===== src/rtl/servant_trace_pkg.sv =====
// rtl/servant_trace_pkg.sv - shared constants for the servant instruction-trace buffer
package servant_trace_pkg;

   localparam logic [1:0] MODE_ALL  = 2'd0;
   localparam logic [1:0] MODE_JUMP = 2'd1;
   localparam logic [1:0] MODE_IRQ  = 2'd2;
   localparam logic [1:0] MODE_OFF  = 2'd3;

   // Flag bit offsets above the pc field; the timestamp sits above the flags.
   localparam int REC_IRQ_OFS  = 0;
   localparam int REC_JUMP_OFS = 1;
   localparam int REC_MRET_OFS = 2;
   localparam int REC_FLAG_W   = 3;

   localparam logic [0:0] LAT_IDLE  = 1'b0;
   localparam logic [0:0] LAT_COUNT = 1'b1;

   function automatic int rec_width(input int aw, input int ts_w);
      return ts_w + aw + REC_FLAG_W;
   endfunction

endpackage


===== src/rtl/servant_trace_fifo.sv =====
// rtl/servant_trace_fifo.sv - synchronous FIFO with a registered head word
module servant_trace_fifo #(
   parameter int DEPTH = 16,
   parameter int WIDTH = 8
) (
   input  logic                     clk,
   input  logic                     rst,
   input  logic                     push,
   input  logic [WIDTH-1:0]         wr_data,
   input  logic                     pop,
   output logic [WIDTH-1:0]         head,
   output logic                     full,
   output logic                     empty,
   output logic [$clog2(DEPTH):0]   level
);

   localparam int IW = $clog2(DEPTH);

   logic [IW:0]      wr_ptr_q, wr_ptr_d;
   logic [IW:0]      rd_ptr_q, rd_ptr_d;
   logic [WIDTH-1:0] head_q, head_d;
   logic [WIDTH-1:0] mem_q [DEPTH];
   logic             push_ok, pop_ok;

   always_comb begin
      level   = wr_ptr_q - rd_ptr_q;
      empty   = (wr_ptr_q == rd_ptr_q);
      full    = (wr_ptr_q[IW] != rd_ptr_q[IW]) && (wr_ptr_q[IW-1:0] == rd_ptr_q[IW-1:0]);
      pop_ok  = pop & ~empty;
      push_ok = push & (~full | pop_ok);
      wr_ptr_d = wr_ptr_q + {{IW{1'b0}}, push_ok};
      rd_ptr_d = rd_ptr_q + {{IW{1'b0}}, pop_ok};
      // A push landing in the slot that becomes the head must bypass the array.
      if (push_ok && (wr_ptr_q == rd_ptr_d)) begin
         head_d = wr_data;
      end else begin
         head_d = mem_q[rd_ptr_d[IW-1:0]];
      end
   end

   always_ff @(posedge clk) begin
      if (rst) begin
         wr_ptr_q <= '0;
         rd_ptr_q <= '0;
         head_q   <= '0;
      end else begin
         wr_ptr_q <= wr_ptr_d;
         rd_ptr_q <= rd_ptr_d;
         head_q   <= head_d;
      end
   end

   always_ff @(posedge clk) begin
      if (push_ok) begin
         mem_q[wr_ptr_q[IW-1:0]] <= wr_data;
      end
   end

   assign head = head_q;

endmodule


===== src/rtl/servant_trace_buf.sv =====
// rtl/servant_trace_buf.sv - filtered, timestamped trace capture with irq-to-trap latency meter
module servant_trace_buf
   import servant_trace_pkg::*;
#(
   parameter int            AW       = 32,
   parameter int            DEPTH    = 16,
   parameter int            TS_W     = 16,
   parameter int            LAT_W    = 12,
   parameter int            DROP_W   = 8,
   parameter logic [AW-1:0] TRAP_VEC = '0
) (
   input  logic                        wb_clk,
   input  logic                        wb_rst,
   input  logic [AW-1:0]               pc_adr,
   input  logic                        pc_vld,
   input  logic                        isjump,
   input  logic                        timer_irq,
   input  logic                        mret,
   input  logic [1:0]                  mode,
   output logic [TS_W+AW+2:0]          rd_data,
   output logic                        rd_valid,
   input  logic                        rd_ready,
   output logic [$clog2(DEPTH):0]      level,
   output logic [DROP_W-1:0]           drop_cnt,
   output logic [LAT_W-1:0]            irq_lat,
   output logic                        irq_lat_vld
);

   localparam int REC_W = rec_width(AW, TS_W);

   logic [TS_W-1:0]   ts_q, ts_d;
   logic              irq_prev_q, irq_prev_d;
   logic [0:0]        lat_st_q, lat_st_d;
   logic [LAT_W-1:0]  lat_cnt_q, lat_cnt_d;
   logic [LAT_W-1:0]  irq_lat_q, irq_lat_d;
   logic              irq_lat_vld_q, irq_lat_vld_d;
   logic [DROP_W-1:0] drop_q, drop_d;
   logic              keep, cand, irq_rise, trap_hit;
   logic              fifo_full, fifo_empty;
   logic [REC_W-1:0]  rec;

   always_comb begin
      ts_d = ts_q + TS_W'(1);

      case (mode)
         MODE_ALL:  keep = 1'b1;
         MODE_JUMP: keep = isjump | mret;
         MODE_IRQ:  keep = (lat_st_q == LAT_COUNT) | timer_irq;
         default:   keep = 1'b0;
      endcase
      cand = pc_vld & keep;

      rec                        = '0;
      rec[AW-1:0]                = pc_adr;
      rec[AW+REC_IRQ_OFS]        = timer_irq;
      rec[AW+REC_JUMP_OFS]       = isjump;
      rec[AW+REC_MRET_OFS]       = mret;
      rec[REC_W-1 -: TS_W]       = ts_q;

      // Full implies non-empty, so rd_ready alone tells whether a slot frees up.
      drop_d = drop_q;
      if (cand && fifo_full && !rd_ready && (drop_q != '1)) begin
         drop_d = drop_q + DROP_W'(1);
      end

      irq_prev_d    = timer_irq;
      irq_rise      = timer_irq & ~irq_prev_q;
      trap_hit      = pc_vld & (pc_adr == TRAP_VEC);
      lat_st_d      = lat_st_q;
      lat_cnt_d     = lat_cnt_q;
      irq_lat_d     = irq_lat_q;
      irq_lat_vld_d = 1'b0;
      case (lat_st_q)
         LAT_IDLE: begin
            if (irq_rise) begin
               lat_st_d  = LAT_COUNT;
               lat_cnt_d = LAT_W'(1);
            end
         end
         LAT_COUNT: begin
            if (trap_hit) begin
               lat_st_d      = LAT_IDLE;
               irq_lat_d     = lat_cnt_q;
               irq_lat_vld_d = 1'b1;
            end else if (lat_cnt_q != '1) begin
               lat_cnt_d = lat_cnt_q + LAT_W'(1);
            end
         end
         default: lat_st_d = LAT_IDLE;
      endcase
   end

   always_ff @(posedge wb_clk) begin
      if (wb_rst) begin
         ts_q          <= '0;
         irq_prev_q    <= 1'b0;
         lat_st_q      <= LAT_IDLE;
         lat_cnt_q     <= '0;
         irq_lat_q     <= '0;
         irq_lat_vld_q <= 1'b0;
         drop_q        <= '0;
      end else begin
         ts_q          <= ts_d;
         irq_prev_q    <= irq_prev_d;
         lat_st_q      <= lat_st_d;
         lat_cnt_q     <= lat_cnt_d;
         irq_lat_q     <= irq_lat_d;
         irq_lat_vld_q <= irq_lat_vld_d;
         drop_q        <= drop_d;
      end
   end

   servant_trace_fifo #(
      .DEPTH (DEPTH),
      .WIDTH (REC_W)
   ) u_fifo (
      .clk     (wb_clk),
      .rst     (wb_rst),
      .push    (cand),
      .wr_data (rec),
      .pop     (rd_ready),
      .head    (rd_data),
      .full    (fifo_full),
      .empty   (fifo_empty),
      .level   (level)
   );

   assign rd_valid    = ~fifo_empty;
   assign drop_cnt    = drop_q;
   assign irq_lat     = irq_lat_q;
   assign irq_lat_vld = irq_lat_vld_q;

endmodule

===== config.mk =====
export PLATFORM = sky130hd
export DESIGN_NAME = servant_trace_buf
export DESIGN_NICKNAME = d
export VERILOG_FILES = /design/src/rtl/servant_trace_pkg.sv /design/src/rtl/servant_trace_fifo.sv /design/src/rtl/servant_trace_buf.sv
export SDC_FILE = /design/constraint.sdc
export NUM_CORES = 1
export LEC_CHECK = 0
export ABC_AREA = 1
export CORE_UTILIZATION = 35
export CTS_CLUSTER_SIZE = 20
export DETAILED_ROUTE_END_ITERATION = 12
export GPL_TIMING_DRIVEN = 1
export HOLD_SLACK_MARGIN = 0.02
export PLACE_DENSITY = 0.59
export SLEW_MARGIN = 20
export SYNTH_ARGS = -nofsm -noshare
export SYNTH_HDL_FRONTEND = slang
export SYNTH_SLANG_ARGS = --single-unit

===== constraint.sdc =====
create_clock -name wb_clk -period 7.44 [get_ports wb_clk]
set_input_delay 1.488 -clock wb_clk [delete_from_list [all_inputs] [get_ports wb_clk]]
set_output_delay 1.488 -clock wb_clk [all_outputs]
set_load 0.03 [all_outputs]

==> flow_metrics.py <==
metrics = {
    "run_status": {
        "status": "completed",
    },
    "pwr": {
        "power.density_nw_per_um2": 310,
        "p_leak_nw": 16.2,
        "vdd_drop_max_uv": 396,
        "finalPower_mw": 13.7,
    },
    "yosys": {
        "async_flop_share_pct": 0,
        "synth_area_leaders": "edfxtp_1 (64%), nand2_1 (9.9%), nand3_1 (5.9%), dfxtp_1 (5.9%), nor2_1 (5.0%)",
        "synth.top_cell.area_share_pct": 64.4,
        "syn_nets": 3620,
        "syn-cell-area_um2": 38100,
        "synth_edf_count": 816,
        "synth_flop_cell": "edfxtp_1",
        "synth_seq_area_share_pct": 70.3,
        "yosys.area.top_type": "edfxtp_1",
        "ys_types": 29,
        "avgSynthCellArea_um2": 10.7,
        "yosys_warnings": 0,
        "synth_cells": 3567,
        "ys_ff_latch": 928,
    },
    "min_path": {
        "hp-start": "irq_lat[1]",
        "hold_path_class": "reg2reg",
    },
    "grt": {
        "grt_pass1_vias": 24500,
        "grt_start_max_net_pins": 215,
        "antenna_found_initial": 1,
        "grt_use_total_pct": 18.6,
        "grt_pass1_wl_um": 156000,
        "grt.overflow.total": 0,
    },
    "critical_path": {
        "worstPathCellList": "clkdlybuf4s50_1 > inv_1 > a21oi_1 > ha_4 > buf_12 > buf_12 > nor2_1 > nor2_1 > o21ai_0 > nand3_1 > nand3_1 > nand2_1 > inv_1 > nand2_1 > nand2_1 > nor2_1",
        "slowest_delay_ps": 680,
        "critPathSlowestCell": "buf_12",
        "critPathKind": "in2reg",
        "setup.worst_path.start_class": "input pin",
        "crit_buf_inv": 5,
        "critical_path_arrival_ps": 5480,
        "cp-end-kind": "register",
        "cp_max_fo": 214,
        "startpoint": "rd_ready",
        "required_ps": 8030,
        "r2r_start": "u_fifo.wr_ptr_q[0]",
        "crit_family": "buffers and inverters",
    },
    "die": {
        "io_pins": 119,
        "die_h_um": 332,
        "coreArea_um2": 108000,
        "fp-row-count": 120,
        "dieWidth_um": 332,
        "die_area_um2": 110000,
        "start_util_pct": 35.4,
    },
    "timing": {
        "fin_setup_tns_ps": 0,
        "period_share_pct": 65.6,
        "fmax_ghz": 0.205,
        "holdWs_ps": 495,
        "tightestPinTransition_ps": 1240,
        "relSlewSlack_pct": 17.2,
        "drv_slew": 0,
        "setup_viol": 0,
        "grt_setup_unrepaired": "false",
        "finalCriticalPeriod_ps": 4880,
        "hold_viol": 0,
        "finalClockSkew_ps": 16.6,
        "setup_slack_ps": 2560,
    },
    "layout": {
        "fin_nets": 3712,
        "drive_above_1_share_pct": 6.55,
        "layout.cells.non_filler": 5143,
        "num_antenna_cells": 0,
        "regArea_um2": 26700,
        "multi_input_area_um2": 9960,
        "area.growth.synth_to_final_pct": 16.0,
        "fill_cells": 10200,
    },
    "clock_tree": {
        "insertion_delay_ps": 660,
        "clock_path_buffers": 3,
        "clock_sink_count": 928,
        "post_cts_buffers": 0,
        "post_cts_resized": 0,
        "ctsRootBufferMaster": "clkbuf_16",
        "cts_tree": "done",
        "ctsHoldBuffers": 0,
        "cts_buffers": 97,
        "clk_pin_slew_ps": 60,
        "htree_levels": 3,
    },
    "flow_run": {
        "drv_cap": 0,
    },
    "placed_design": {
        "pre_cts_ws_ps": 1850,
        "dp_hpwl_um": 55200,
        "port_buffers": 118,
        "gp_congestion": 0.793,
        "place_inst": 4961,
    },
    "detailed_routing": {
        "ant_nets": 0,
        "drt-vias-per-instance": 5.04,
        "wl_per_cell_um": 20.3,
        "routed_wl_um": 105000,
        "dr.pass1.iters": 5,
        "drc_errors": 0,
        "drtIter0Drc": 2660,
        "vias": 25900,
    },
}
[stage by stage]
step / area, µm² / utilization, %
final: 44100 / 41.1
after global routing: 44100 / 41.1
after CTS: 44100 / 41.0
after floorplan: 38100 / -
after detailed placement: 41000 / 38.1
after global placement: 40900 / 38.1
[logic make-up (layout without fill, tap and decap cells)]
family | Yosys count | count (layout) | synth area share (%)
AO/OA/AOI/OAI | 241 | 241 | 3.50
XOR/XNOR | 9 | 9 | 0.207
flip-flops | 928 | 928 | 70.3
AND/OR/NAND/NOR | 2013 | 2013 | 21.6
buffers and inverters | 364 | 537 | 4.02
adder cells (fa/ha/maj) | 12 | 12 | 0.414
[synthesized netlist by cell type (2+ instances only)]
cell type / count
nand2_1: 1008
edfxtp_1: 816
nor2_1: 512
nand3_1: 452
inv_1: 161
o21ai_0: 154
dfxtp_1: 112
buf_2: 98
clkbuf_1: 68
a21oi_1: 37
o211ai_1: 33
buf_1: 24
nand4_1: 19
nor3_1: 16
o21bai_1: 16
ha_1: 11
xor2_1: 7
inv_2: 6
buf_6: 5
nor2_2: 2
xnor2_1: 2
[worst register-to-register path: stages, from the launching register on]
cell and delay [ps]:
dfxtp_1 470, inv_1 160, ha_1 330, nand4_1 150, inv_1 110, a21oi_1 120
ha_4 680, buf_12 700, buf_12 680, nor2_1 380, nor2_1 120, o21ai_0 110
nand3_1 110, nand3_1 110, nand2_1 140, inv_1 40, nand2_1 50, nand2_1 70
nor2_1 120
[report_power, final]
group | total [mW] | switching [mW] | internal [mW]
Clock | 4.78 | 2.02 | 2.75
Sequential | 5.87 | 0.0947 | 5.78
Combinational | 3.03 | 2.11 | 0.925
[flip-flops by register name, summed over array words and instances (netlist names)]
register	cells
u_fifo.mem_q	816
drop_cnt	8
lat_cnt_q	12
ts_q	16
irq_lat_vld	1
irq_lat	12
u_fifo.head	51
u_fifo.rd_ptr_q	5
u_fifo.wr_ptr_q	5
lat_st_q	1
irq_prev_q	1
[area by class of cell]
| cell class | instances | share of cell area, % |
|---|---|---|
| Tap cell | 1403 | 3.98 |
| Clock inverter | 51 | 1.03 |
| Clock buffer | 129 | 6.02 |
| Inverter | 168 | 1.47 |
| Timing Repair Buffer | 189 | 4.34 |
| Multi-Input combinational cell | 2275 | 22.6 |
| Sequential cell | 928 | 60.6 |
[metal layers]
layer / up-vias / GRT usage, % / routed length, µm
li1: 12300 / - / -
met1: 12600 / 26.5 / 47200
met2: 852 / 29.8 / 48600
met3: 139 / 2.59 / 6930
met4: 0 / 4.94 / 1920
met5: - / 0 / 0
[placed cells by master (no fill, tap or decap), types with 2 or more instances in the layout]
master	instances
dfxtp_1	112
xor2_1	7
nand2_4	3
nand4_1	19
edfxtp_1	816
clkinvlp_4	3
o21bai_1	16
nand2_1	1006
nor2_4	18
clkinv_2	17
buf_16	4
clkbuf_16	98
inv_6	4
clkinv_1	18
inv_1	161
bufinv_16	7
clkbuf_1	22
o211ai_1	33
a21oi_1	37
ha_4	2
buf_4	57
buf_12	10
o21ai_0	154
inv_2	4
inv_8	2
nor2_1	496
xnor2_1	2
nand3_1	452
clkbuf_8	9
clkdlybuf4s50_1	117
ha_1	9
nor3_1	16
[worst paths after layout]
check                                  endpoint  slack [ps]  cells after the start
worst max register to register  u_fifo.head[17]        2740                     18
worst min-delay path                 irq_lat[1]         490                      2
worst max-delay path            u_fifo.head[17]        2560                     16
worst min register to register       irq_lat[1]         490                      2
(Power assumes the default switching activity.)
